===== src/rtl/pattern_seq_ctrl.sv =====
// Pattern select controller for the VGA pattern generator.
// Manual steps come from a debounced push-button and auto-cycling from a frame counter; both take effect only on a vsync falling edge.
module pattern_seq_ctrl #(
  parameter int unsigned DEBOUNCE_CYCLES = 252000,
  parameter int unsigned AUTO_FRAMES     = 120,
  parameter int unsigned NUM_PATTERNS    = 4
) (
  input  logic       clk,
  input  logic       rstn,
  input  logic       i_btn,
  input  logic       i_auto,
  input  logic       i_vs,
  output logic [1:0] o_pattern_select,
  output logic       o_pending,
  output logic [7:0] o_frame_cnt
);

  localparam logic [19:0] DB_LAST  = 20'(DEBOUNCE_CYCLES - 1);
  localparam logic [7:0]  AF_LAST  = 8'(AUTO_FRAMES - 1);
  localparam logic [1:0]  PAT_LAST = 2'(NUM_PATTERNS - 1);

  // Handshake: none. btn_press is a 1-cycle pulse; a press is held in PEND
  // (visible on o_pending) until the next frame_tick consumes it.
  typedef enum logic {
    IDLE = 1'b0,
    PEND = 1'b1
  } state_t;

  state_t      state, state_nxt;
  logic        btn_s1, btn_s2, auto_s1, auto_s2;
  logic        btn_db, btn_db_d;
  logic [19:0] db_cnt;
  logic        vs_d;
  logic        btn_press, frame_tick, auto_wrap, advance;
  logic [7:0]  frame_cnt_nxt;
  logic [1:0]  pattern_nxt;

  always_ff @(posedge clk or negedge rstn) begin
    if (!rstn) begin
      btn_s1  <= 1'b0;
      btn_s2  <= 1'b0;
      auto_s1 <= 1'b0;
      auto_s2 <= 1'b0;
      vs_d    <= 1'b1;
    end else begin
      btn_s1  <= i_btn;
      btn_s2  <= btn_s1;
      auto_s1 <= i_auto;
      auto_s2 <= auto_s1;
      vs_d    <= i_vs;
    end
  end

  // The counter tracks how long the synchronized button has disagreed with the accepted level.
  always_ff @(posedge clk or negedge rstn) begin
    if (!rstn) begin
      db_cnt   <= '0;
      btn_db   <= 1'b0;
      btn_db_d <= 1'b0;
    end else begin
      btn_db_d <= btn_db;
      if (btn_s2 == btn_db) begin
        db_cnt <= '0;
      end else if (db_cnt == DB_LAST) begin
        btn_db <= btn_s2;
        db_cnt <= '0;
      end else begin
        db_cnt <= db_cnt + 20'd1;
      end
    end
  end

  assign btn_press  = btn_db & ~btn_db_d;
  assign frame_tick = vs_d & ~i_vs;
  assign o_pending  = (state == PEND);

  always_comb begin
    state_nxt     = state;
    auto_wrap     = 1'b0;
    frame_cnt_nxt = o_frame_cnt;
    pattern_nxt   = o_pattern_select;
    case (state)
      IDLE: if (btn_press) state_nxt = PEND;
      PEND: if (frame_tick) state_nxt = IDLE;
      default: state_nxt = IDLE;
    endcase
    if (!auto_s2) begin
      frame_cnt_nxt = 8'd0;
    end else if (frame_tick) begin
      if (o_frame_cnt == AF_LAST) begin
        frame_cnt_nxt = 8'd0;
        auto_wrap     = 1'b1;
      end else begin
        frame_cnt_nxt = o_frame_cnt + 8'd1;
      end
    end
    // A pending step and an auto wrap on the same tick merge into one advance.
    advance = ((state == PEND) && frame_tick) || auto_wrap;
    if (advance) begin
      pattern_nxt = (o_pattern_select == PAT_LAST) ? 2'd0 : o_pattern_select + 2'd1;
    end
  end

  always_ff @(posedge clk or negedge rstn) begin
    if (!rstn) begin
      state            <= IDLE;
      o_frame_cnt      <= 8'd0;
      o_pattern_select <= 2'd0;
    end else begin
      state            <= state_nxt;
      o_frame_cnt      <= frame_cnt_nxt;
      o_pattern_select <= pattern_nxt;
    end
  end

endmodule

===== config.mk =====
export PLATFORM = sky130hd
export DESIGN_NAME = pattern_seq_ctrl
export DESIGN_NICKNAME = d
export VERILOG_FILES = /design/src/rtl/pattern_seq_ctrl.sv
export SDC_FILE = /design/constraint.sdc
export NUM_CORES = 1
export LEC_CHECK = 0
export ABC_AREA = 0
export CORE_MARGIN = 5
export CORE_UTILIZATION = 50
export CTS_CLUSTER_SIZE = 30
export DETAILED_ROUTE_END_ITERATION = 16
export GPL_ROUTABILITY_DRIVEN = 1
export PLACE_DENSITY = 0.71
export SYNTH_ARGS = -nofsm -noshare
export SYNTH_HDL_FRONTEND = slang
export SYNTH_SLANG_ARGS = --single-unit

===== constraint.sdc =====
create_clock -name clk -period 3.1 [get_ports clk]
set_input_delay 0.31 -clock clk [delete_from_list [all_inputs] [get_ports clk]]
set_output_delay 0.31 -clock clk [all_outputs]
set_load 0.05 [all_outputs]

==> results of run 1 <==
kinds of logic after synthesis:
| family | Yosys count |
|---|---|
| AOI/OAI and AO/OA | 24 |
| DFF | 38 |
| and+or+nand+nor | 81 |
| adders and majority gates | 3 |
| buffers and inverters | 8 |
| xor gates and xnor gates | 16 |
| muxes | 4 |
registers in the layout, indices dropped and copies added (netlist names):
signal and cells:
btn_s1 1, btn_db_d 1, o_frame_cnt 8, auto_s1 1
auto_s2 1, vs_d 1, btn_s2 1, o_pattern_select 2
db_cnt 20, btn_db 1, o_pending 1
layer usage:
metal,vias to the layer above,part of all wire,GRT usage
li1,658,-,-
met1,668,0.43,0.174
met2,22,0.51,0.260
met3,7,0.045,0.0478
met4,0,0.015,0.0511
met5,-,0,0
worst min-delay path by stage:
stage	startpoint	to	slack [ps]
after floorplan	rstn	auto_s1$_DFF_PN0_	10
after global routing	rstn	o_frame_cnt[3]$_DFFE_PN0P_	110
final	rstn	db_cnt[12]$_DFF_PN0_	50
after global placement	auto_s1$_DFF_PN0_	auto_s2$_DFF_PN0_	340
after detailed placement	btn_s1$_DFF_PN0_	btn_s2$_DFF_PN0_	340
after CTS	rstn	o_frame_cnt[3]$_DFFE_PN0P_	70
layout make-up:
type                       count  area [µm²]  share of cell area
inverter                       6        22.5              0.0108
multi-input combinational    128         798               0.382
tap                           46        57.6              0.0276
clock inverter                 2        60.1              0.0288
clock buffer                   6        51.3              0.0246
sequential                    38         952               0.456
timing repair buffer          15         145              0.0695
placed cells by master, fill, tap and decap left out, types with 2 or more instances in the layout:
master           instances
nor2_1                  21
mux2_2                   3
nor3_1                   7
a21oi_1                  6
or3_1                    5
a21o_1                   3
xor2_1                   6
nand4_1                  6
inv_1                    6
and3_1                   3
dfrtp_1                 37
clkdlybuf4s50_1         14
clkbuf_4                 5
bufinv_16                2
nor4_1                   6
xnor2_1                 10
nand2b_1                 3
nand3_1                 12
o21ai_0                  8
and4_1                   2
nand2_1                 11
ha_1                     3
through the flow:
stage                     setup slack, ps  utilization  instances  area, µm²  hold WS (ps)
after floorplan                       990            -        174       1780          14.4
after global placement               1150        0.583        233       1980           335
after detailed placement             1100        0.583        233       1980           343
after CTS                            1050        0.616        241       2090          67.2
after global routing                  772        0.616        241       2090           105
final                                1060        0.616        241       2090          49.7
power by group:
part	total (W)	internal, W	switching (W)
Sequential	0.000523	0.000510	0.0000128
Clock	0.000435	0.000273	0.000161
Combinational	0.0000868	0.0000295	0.0000573
==> summary.txt, run 1 <==
Critical path
  – WP buf/inv: 1
  – Slowest-stage cell, CP: clkdlybuf4s50_1
  – CP required: 2790 ps
  – Setup crit end: o_frame_cnt[3]
  – Crit path depth: 1
  – FF-to-FF path depth: 5
  – Crit path kind: reg -> out
  – CP Capture Type: output pin
  – Reg2reg end: o_frame_cnt[5]$_DFFE_PN0P_
  – Delay-heaviest family, CP: buffers and inverters
  – Slowest cell delay on critical path: 860 ps
  – Worst Path Max Fanout: 11
  – R2R Path Start: o_frame_cnt[0]$_DFFE_PN0P_
  – CP Launch Point: o_frame_cnt[3]$_DFFE_PN0P_
  – CP Launch Type: register
  – R2R Setup Slk: 1070 ps
  – Worst Path Arrival: around 1700 ps
  – CP cell instances: clkdlybuf4s50_1

Yosys
  – Post-synthesis adder-cell area fraction: 0.0211
  – Synth cell count leaders: 37 x dfrtp_1, 21 x nor2_1, 12 x nand3_1
  – Post-synth ARST share: 1.00
  – Gate Count Post-Synth: 174
  – Avg Cell Area, Syn: around 10 µm²
  – Post-Syn Nets: 182
  – Fraction of synthesized cell area in xor and xnor cells: 0.0787
  – Post-synth top area share: 0.520
  – Area leader, netlist: dfrtp_1
  – Netlist Area Pre-Place: 1780 µm²
  – Unique masters post-synth: 34
  – Mux cell area share after synthesis: 0.0246
  – Top cells by area, synth: dfrtp_1 52%, xnor2_1 4.9%, nor2_1 4.4%
  – Number of synthesized register bits: 38
  – Post-synthesis compound-gate area fraction: 0.0822
  – EDFF count, synth: 0
  – Count leader, synth: dfrtp_1
  – Sequential-to-total area share from yosys stat: 0.535
  – Largest family of logic cells by synthesized area: simple AND/OR/NAND/NOR gates
  – Warning count from the yosys run: 0
  – Top_reg_cell synth: dfrtp_1
  – Simple-gate share of the synthesized area: 0.242

Clock tree
  – Clock Latency Late Sink: 340 ps
  – Num CTS Buffers: 5
  – Hold buffer count at cts: 0
  – Clk buf depth: 2
  – Clk pin slew, worst setup/hold paths: 120 ps
  – CTS tree: yes
  – H-tree depth: 2
  – CTS Root Cell: clkbuf_4
  – Setup Fix Bufs, Post-CTS: 0
  – CTS-repair resized insts: 0
  – CTS Sinks: 38

STA
  – Pins Over Slew Limit: 0
  – Setup TNS: 0 ps
  – Min cycle time layout: 2040 ps
  – Worst slew margin: 0.456
  – Unrepaired setup endpoints after global routing: no
  – Count of final hold-check violations: 0
  – Clk_skew: 10.3 ps
  – Worst-Margin Slew: 803 ps
  – Setup violations, final: 0
  – Highest Clock Rate: just under 500 MHz
  – Final worst-path cycle share: 0.659

GRT
  – Total track usage: 0.150
  – First-pass GRT wire length: 5.92 mm
  – Grt ovf: 0
  – Largest net degree at the start of global routing: 39
  – Initial antenna violation count: 0
  – Number of global-route vias before repair: roughly 1300

Route
  – Number of vias per cell: 5.62
  – Routed wire length: 3.32 mm
  – Drt pass-1 iters: 4
  – Vias: 1355
  – # DRC: 0
  – Routed Antenna Nets: 0
  – DRT iter0 DRCs: 72
  – Drt wl/cell: 13.8 µm

Power and ir drop
  – Lkg Pwr: 0.872 nW
  – Total chip power: 0.00104 W
  – Pwr dens: 500 nW/µm²
  – Peak supply drop: 0.378 mV

Placed design
  – GPL Wtd Cong: 0.826
  – Detail Placement HPWL: 2.41 mm
  – Port bufs: 15

Floorplan
  – Die width: ~70 µm
  – Top-Level Pins: 16
  – Die area: 4850 µm²
  – Die Y: approximately 70 µm
  – Initial core utilization: 0.525
  – Placement row count: 21
  – Core footprint: 3390 µm²

Final layout
  – Area grow syn2layout: 17.2%
  – Fin nets: about 200
  – Antenna Diode Count: 0
  – Filler cells: ~280
  – Share of cells above drive strength 1: 0.0872

Min path
  – Hold Path Class: in -> async

Run status
  – Status: complete, no violations

Flow run
  – MaxCap Viol Count: 0
Power figures use the tool's default switching activity.
==> run 2: changes to the inputs <==
--- a/config.mk
+++ b/config.mk
@@ -11,7 +11,7 @@
 export CTS_CLUSTER_SIZE = 30
 export DETAILED_ROUTE_END_ITERATION = 16
 export GPL_ROUTABILITY_DRIVEN = 1
-export PLACE_DENSITY = 0.71
+export PLACE_DENSITY = 0.74
 export SYNTH_ARGS = -nofsm -noshare
 export SYNTH_HDL_FRONTEND = slang
 export SYNTH_SLANG_ARGS = --single-unit
==> constraint.sdc (replaced) <==
create_clock -name clk -period 1.86 [get_ports clk]
set_input_delay 0.186 -clock clk [delete_from_list [all_inputs] [get_ports clk]]
set_output_delay 0.186 -clock clk [all_outputs]
set_load 0.05 [all_outputs]
==> summary.txt, run 2 (same netlist as run 1, synthesis figures left out) <==
Floorplan
  – Top-Level Pins: 16 (unchanged)
  – Die Y: 69.7 µm (unchanged)
  – Die area: 4850 µm² (unchanged)
  – Placement row count: 21 (unchanged)
  – Initial core utilization: 0.525 (unchanged)
  – Core footprint: 3390 µm² (unchanged)
  – Die width: 69.7 µm (unchanged)

Critical path
  – CP Launch Type: register
  – CP cell instances: clkdlybuf4s50_1
  – CP Capture Type: output pin
  – Worst Path Arrival: 1600 ps (-130 ps)
  – Crit path kind: reg -> out
  – WP buf/inv: 1 (unchanged)
  – Slowest-stage cell, CP: clkdlybuf4s50_1
  – Delay-heaviest family, CP: buffers and inverters
  – Worst Path Max Fanout: 5 (-6)
  – CP required: 1670 ps (-1120 ps)
  – Slowest cell delay on critical path: 830 ps (-30 ps)

Route
  – Routed Antenna Nets: 0 (unchanged)
  – Drt pass-1 iters: 4 (unchanged)
  – Routed wire length: 3.50 mm (+5.4%)
  – DRT iter0 DRCs: 88 (+22%)
  – # DRC: 0 (unchanged)
  – Vias: 1416 (+4.5%)
  – Number of vias per cell: 5.69 (+1.1%)
  – Drt wl/cell: 14.1 µm (+2.0%)

Clock tree
  – Setup Fix Bufs, Post-CTS: 0 (unchanged)
  – CTS tree: yes
  – Clock Latency Late Sink: 340 ps (about the same)
  – CTS Root Cell: clkbuf_4
  – Clk pin slew, worst setup/hold paths: 120 ps (about the same)
  – CTS-repair resized insts: 0 (unchanged)
  – CTS Sinks: 38 (unchanged)
  – H-tree depth: 2 (unchanged)
  – Clk buf depth: 2 (unchanged)
  – Num CTS Buffers: 5 (unchanged)
  – Hold buffer count at cts: 0 (unchanged)

GRT
  – Total track usage: 0.146 (-0.00361)
  – Initial antenna violation count: 0 (unchanged)
  – Largest net degree at the start of global routing: 39 (unchanged)
  – Number of global-route vias before repair: 1298 (-1.7%)
  – Grt ovf: 0 (unchanged)
  – First-pass GRT wire length: 5.67 mm (-4.2%)

Placed design
  – Port bufs: 15 (unchanged)
  – Detail Placement HPWL: 2.56 mm (+6.4%)
  – GPL Wtd Cong: 0.834 (+0.97%)

STA
  – Highest Clock Rate: 558 MHz
  – Setup violations, final: 0 (unchanged)
  – Clk_skew: 5.31 ps (-5.02 ps)
  – Count of final hold-check violations: 0 (unchanged)
  – Unrepaired setup endpoints after global routing: no
  – Pins Over Slew Limit: 0 (unchanged)
  – Worst-Margin Slew: 512 ps (-291 ps)
  – Setup TNS: 0 ps (unchanged)
  – Worst slew margin: 0.658 (+0.202)
  – Min cycle time layout: 1790 ps
  – Final worst-path cycle share: 0.963

Power and ir drop
  – Comb pwr share: 0.092 (+0.009)
  – Sequential power share: 0.505 (+0.004)
  – Switch share: 0.230 (+0.00823)
  – Total chip power: 0.00173 W (+65%)
  – Lkg Pwr: 0.962 nW (+10%)
  – Peak supply drop: 0.468 mV (+24%)
  – Sw Pwr: 0.000397 W (+72%)
  – P_int: 0.00133 W (+64%)
  – Pwr dens: 792 nW/µm² (+58%)
  – Clock Power Share: 0.403 (-0.013)

Flow run
  – MaxCap Viol Count: 0 (unchanged)

Final layout
  – Antenna Diode Count: 0 (unchanged)
  – Fin nets: 210 (+4.0%)
  – Max reg flops: 20 (unchanged)
  – Share of cells above drive strength 1: 0.148 (+0.0606)
  – Largest registers: db_cnt (20), o_frame_cnt (8), o_pattern_select (2)
  – Largest Register: db_cnt
  – Area grow syn2layout: 22.4%
  – Most frequent cells in the layout: 34 x dfrtp_1, 21 x nor2_1, 12 x nand3_1
  – Commonest non-fill, non-tap cell in the layout: dfrtp_1

Min path
  – Hold Path Class: in -> async

Run status
  – Status: complete, no violations
run 2: cell types whose count changed in the layout (fill, tap and decap cells not counted), moves of 3 or more:
cell and delta:
dlymetal6s2s_1 +3, dfrtp_1 -3, buf_4 +9, dfrtp_2 +3, clkdlybuf4s50_1 -3
run 2: layout make-up:
class	count	area, µm²
Clock buffer	5	37.5
Sequential cell	38	956
Clock inverter	3	68.8
Timing Repair Buffer	23	215
Inverter	6	22.5
Multi-Input combinational cell	128	822
Tap cell	46	57.6
Fill cell	273	1210
run 2: worst paths after layout:
kind	slack [ps]	endpoint	start	depth (start not counted)
max reg2reg	90	db_cnt[17]$_DFF_PN0_	db_cnt[2]$_DFF_PN0_	4
min in group clk	270	btn_s1$_DFF_PN0_	i_btn	1
min reg2reg	370	btn_s2$_DFF_PN0_	btn_s1$_DFF_PN0_	0
min	240	o_pattern_select[0]$_DFFE_PN0P_	rstn	2
max	70	o_frame_cnt[4]	o_frame_cnt[4]$_DFFE_PN0P_	1
max in group asynchronous	1270	vs_d$_DFF_PN1_	rstn	2
run 2: routing by layer:
layer,GRT usage,wire (µm)
met1,0.165,1470
met2,0.248,1790
met3,0.0435,153
met4,0.0766,89
met5,0,0
run 2: power by group through the flow:
stage                     clock network, W  registers (W)   logic, W
after global routing              0.000752       0.000876   0.000172
final                             0.000697       0.000871   0.000159
after global placement                   0       0.000885   0.000155
after detailed placement                 0       0.000888   0.000162
after floorplan                          0       0.000930  0.0000431
after CTS                         0.000717       0.000872   0.000162
run 2: stage by stage:
step,worst slack [ps],hold WS [ps],util,std cells,cell area [µm²]
after floorplan,71.0,-110,-,174,1790
after global placement,204,333,0.604,241,2050
after detailed placement,89.8,342,0.604,241,2050
after CTS,20.4,251,0.636,249,2150
after global routing,0.789,239,0.643,249,2180
final,69.3,245,0.643,249,2180
==> variant 1 (settings of run 2) <==
Register the inputs `i_btn`, `i_auto` and `i_vs` before use. The logic sees them one clock later.
--- a/src/rtl/pattern_seq_ctrl.sv
+++ b/src/rtl/pattern_seq_ctrl.sv
@@ -28,2 +28,12 @@
 
+  logic i_btn_q;
+  logic i_auto_q;
+  logic i_vs_q;
+
+  always_ff @(posedge clk) begin
+    i_btn_q  <= i_btn;
+    i_auto_q <= i_auto;
+    i_vs_q   <= i_vs;
+  end
+
   state_t      state, state_nxt;
@@ -45,7 +55,7 @@
     end else begin
-      btn_s1  <= i_btn;
+      btn_s1  <= i_btn_q;
       btn_s2  <= btn_s1;
-      auto_s1 <= i_auto;
+      auto_s1 <= i_auto_q;
       auto_s2 <= auto_s1;
-      vs_d    <= i_vs;
+      vs_d    <= i_vs_q;
     end
@@ -73,3 +83,3 @@
   assign btn_press  = btn_db & ~btn_db_d;
-  assign frame_tick = vs_d & ~i_vs;
+  assign frame_tick = vs_d & ~i_vs_q;
   assign o_pending  = (state == PEND);
Check against the original RTL: not equivalent (Yosys sat finds a counterexample within 4 cycles, from zero or initial values and one cycle with rstn low).
==> variant 1 against run 2 <==
  * Area after synthesis up 4.1%
  * Largest cell class unchanged
  * Cell count up 0.40%
  * Critical path depth rose by 1
  * Highest routed layer unchanged
  * Sequential cell count increased by 3
  * Critical path type unchanged
  * Wire length is 4.3% lower
  * Worst setup slack improved by 0.022 ns
  * Design area rose by 0.92%
  * Global-route usage decreased by 0.15 points
  * Core utilization shrank 3.8 points
  * Count of clock-buffer cells in the layout did not move
  * Power down 9.5%
==> variant 1: results (changes against run 2) <==
metric,value,unit,change
worst hold slack,0.3089,ns,+0.06414 ns
P_comb,0.0824,mW,-48%
ys async rst share,0.9268,,-0.07317
Setup crit end,o_frame_cnt[3],,
syn avg cell area,10.60,µm²,+3.6%
Routed Wire Length,3.355,mm,-4.3%
Placed Cells,242,,+0.41%
vias in the first global route,1269,,-2.2%
via/cell ratio,5.392,,-5.2%
layout cell share with drive strength beyond 1,0.1337,,-0.01412
H-tree Lvls,2,,unchanged
detailed placement HPWL,2.475,mm,-3.3%
Power Clock,0.561,mW,-20%
Tot GR Track Use,0.1446,,-0.001473
GPL Wtd Cong,0.8875,,+6.4%
first-pass GRT wire length,5.754,mm,+1.5%
initial antenna violation count,0,,unchanged
post-synthesis cell type count,41,,+21%
Psw,0.3651,mW,-8.1%
Worst-Margin Slew,0.4988,ns,-0.01278 ns
fmax,565.3,MHz,+1.2%
FILL cells,308,,+13%
clock latency on the worst-skew pair,0.29,ns,-0.05 ns
DR pass1 iterations,4,,unchanged
Post-DP Area,0.002106,mm²,+2.8%
DRT iter0 DRCs,73,,-17%
port bufs,15,,unchanged
Crit Path Max Fanout,6,,+1
FF-to-FF Start,db_cnt[3]$_DFF_PN0_,,
"Seq/Total Area, Yosys",0.5459,,+0.01110
CP Data Arrival Time,1.58,ns,-0.02 ns
post-synth net total,183,,+0.55%
status,finished clean,,
reg2reg path depth,4,,unchanged
Synth top cells by count,"dfrtp_1, nor2_1, nand2_1",,
pre-CTS setup slack,0.03059,ns,-0.05923 ns
Top Registers,"db_cnt (20), o_frame_cnt (8), o_pattern_select (2)",,
Layout Cells excl Fill,250,,+0.40%
CP startpoint,o_frame_cnt[3]$_DFFE_PN0P_,,
cell family with most CP delay,buffers and inverters,,
"top cells by area, synth","dfrtp_1, xor2_1, nor2_1",,
Critical Path Max Stage Delay,0.80,ns,-0.03 ns
post-synthesis mux area share,0.02429,,-0.0003044
root buf cell,clkbuf_8,,
R2R Setup Slk,0.09,ns,
largest net degree at the start of global routing,39,,unchanged
Compound-Gate Fraction of Synth Area,0.08435,,+0.002125
reg2reg end,db_cnt[19]$_DFF_PN0_,,
clock slew at reported path FFs,0.08,ns,-0.04 ns
Peak VDD IR,0.6264,mV,+34%
XOR/XNOR Fraction of Synth Area,0.07557,,-0.003133
Lkg Pwr,0.9510,nW,-1.1%
Ys Warns,0,,unchanged
Final #Nets,209,,-0.48%
clock share of power,0.359,,-0.044
Worst path slowest cell,clkdlybuf4s50_1,,
Clock Skews,0.007310,ns,+0.002002 ns
adder-cell share of the synthesized area,0.02024,,-0.0008393
variant 1: cell types whose count changed after synthesis, moves of 5 or more:
cell / change
o21ai_0: -7
o21ai_1: +5
xnor2_1: -5
xor2_1: +5
variant 1: layout make-up:
cell class	count	area (µm²)	share of cell area
Clock buffer	5	68.82	0.03129
Inverter	2	7.507	0.003413
Tap cell	48	60.06	0.02730
Multi-Input combinational cell	127	813.3	0.3697
Sequential cell	41	1015	0.4613
Clock inverter	3	17.52	0.007964
Timing Repair Buffer	24	217.7	0.09898
variant 1: per-layer routing:
layer,part of all wire,track usage
met1,0.48,0.1890
met2,0.47,0.2255
met3,0.039,0.04830
met4,0.011,0.05010
met5,0,0
variant 1: repair_timing:
action / CTS / global route
resized for setup: 1 / 2
setup endpoints to repair: 1 / 1
hold endpoints to repair: 0 / 0
variant 1: kinds of logic after synthesis:
| logic type | after synthesis |
|---|---|
| compound gates | 25 |
| buf+inv | 7 |
| simple gates | 79 |
| flops | 41 |
| fa+ha+maj | 3 |
| mux | 4 |
| xor+xnor | 16 |
==> variant 2 (settings of run 2) <==
Without the edit above. The parameter `DEBOUNCE_CYCLES` goes from 252000 to 126000.
--- a/src/rtl/pattern_seq_ctrl.sv
+++ b/src/rtl/pattern_seq_ctrl.sv
@@ -3,3 +3,3 @@
 module pattern_seq_ctrl #(
-  parameter int unsigned DEBOUNCE_CYCLES = 252000,
+  parameter int unsigned DEBOUNCE_CYCLES = 126000,
   parameter int unsigned AUTO_FRAMES     = 120,
Formal check against the unedited RTL: no difference found for any inputs over 10 cycles, from zero or initial values and one cycle with rstn low; that may be too few to reach the edited logic, so the function may still have changed.
==> variant 2 against run 2 <==
  * First-iteration DRC count down 10%
  * Sequential cell count did not move
  * Power rose by 6.9%
  * Global-route usage grew 0.89 points
  * Worst setup slack got worse by 0.017 ns
  * Clock skew barely moved
  * Design area is 3.7% higher
  * Wire length up 1.1%
  * Core utilization fell by 1.6 points
  * Area after synthesis increased by 2.8%
  * Die area is 2.4% higher
  * Sequential power is essentially flat
==> variant 2: results (changes against run 2) <==
metric,value,unit,change
root buf cell,clkbuf_8,,
Critical Path Max Stage Delay,0.55,ns,-0.28 ns
Clock Skews,0.004845,ns,-0.0004633 ns
clock latency on the worst-skew pair,0.29,ns,-0.05 ns
DRT met1 WL,1.458,mm,-1.1%
DR WL met2,1.850,mm,+3.5%
FILL cells,285,,+4.4%
M3 GR Usage,0.04748,,+0.004004
post-synthesis cell type count,40,,+18%
CP Data Arrival Time,1.99,ns,+0.39 ns
status,finished clean,,
DRT iter0 DRCs,79,,-10%
initial core utilization,0.5076,,-0.01765
met1 Track Usage GR,0.1676,,+0.002762
sequential fraction of design power,0.471,,-0.034
"top cells by area, synth","dfrtp_1, xor2_1, nor2_1",,
Synth top cells by count,"dfrtp_1, nor2_1, nand2_1, xor2_1",,
R2R Setup Slk,0.05,ns,-0.04 ns
layout cell share with drive strength beyond 1,0.1692,,+0.02137
"Seq/Total Area, Yosys",0.5202,,-0.01462
CP startpoint,db_cnt[6]$_DFF_PN0_,,
Worst slew margin,0.6657,,+0.007281
pre-CTS setup slack,0.09963,ns,+0.009809 ns
via/cell ratio,5.538,,-2.6%
Setup CP Type,reg -> reg,,
-- variant 2: cell families after synthesis --
family | after synthesis | share of synthesized area
multiplexers | 3 | 0.02050
buffers and inverters | 8 | 0.01846
adder cells (fa/ha/maj) | 3 | 0.02051
AND/OR/NAND/NOR | 76 | 0.2379
flip-flops | 38 | 0.5202
AO/OA/AOI/OAI | 28 | 0.1107
XOR/XNOR | 15 | 0.07177
-- variant 2: timing repair --
| action | 4_1_cts | 5_1_grt |
|---|---|---|
| buffers inserted | 0 | 0 |
| resized for setup | 0 | 5 |
| endpoints found under the setup margin | 0 | 15 |
-- variant 2: final cells by class --
class | count | area, µm² | share of cell area
clock buffers | 5 | 68.82 | 0.03045
clock inverters | 3 | 68.82 | 0.03045
well taps | 48 | 60.06 | 0.02658
inverters | 5 | 18.77 | 0.008306
multi-input cells | 125 | 860.8 | 0.3810
flip-flops and latches | 38 | 955.9 | 0.4230
repair buffers | 25 | 226.5 | 0.1002
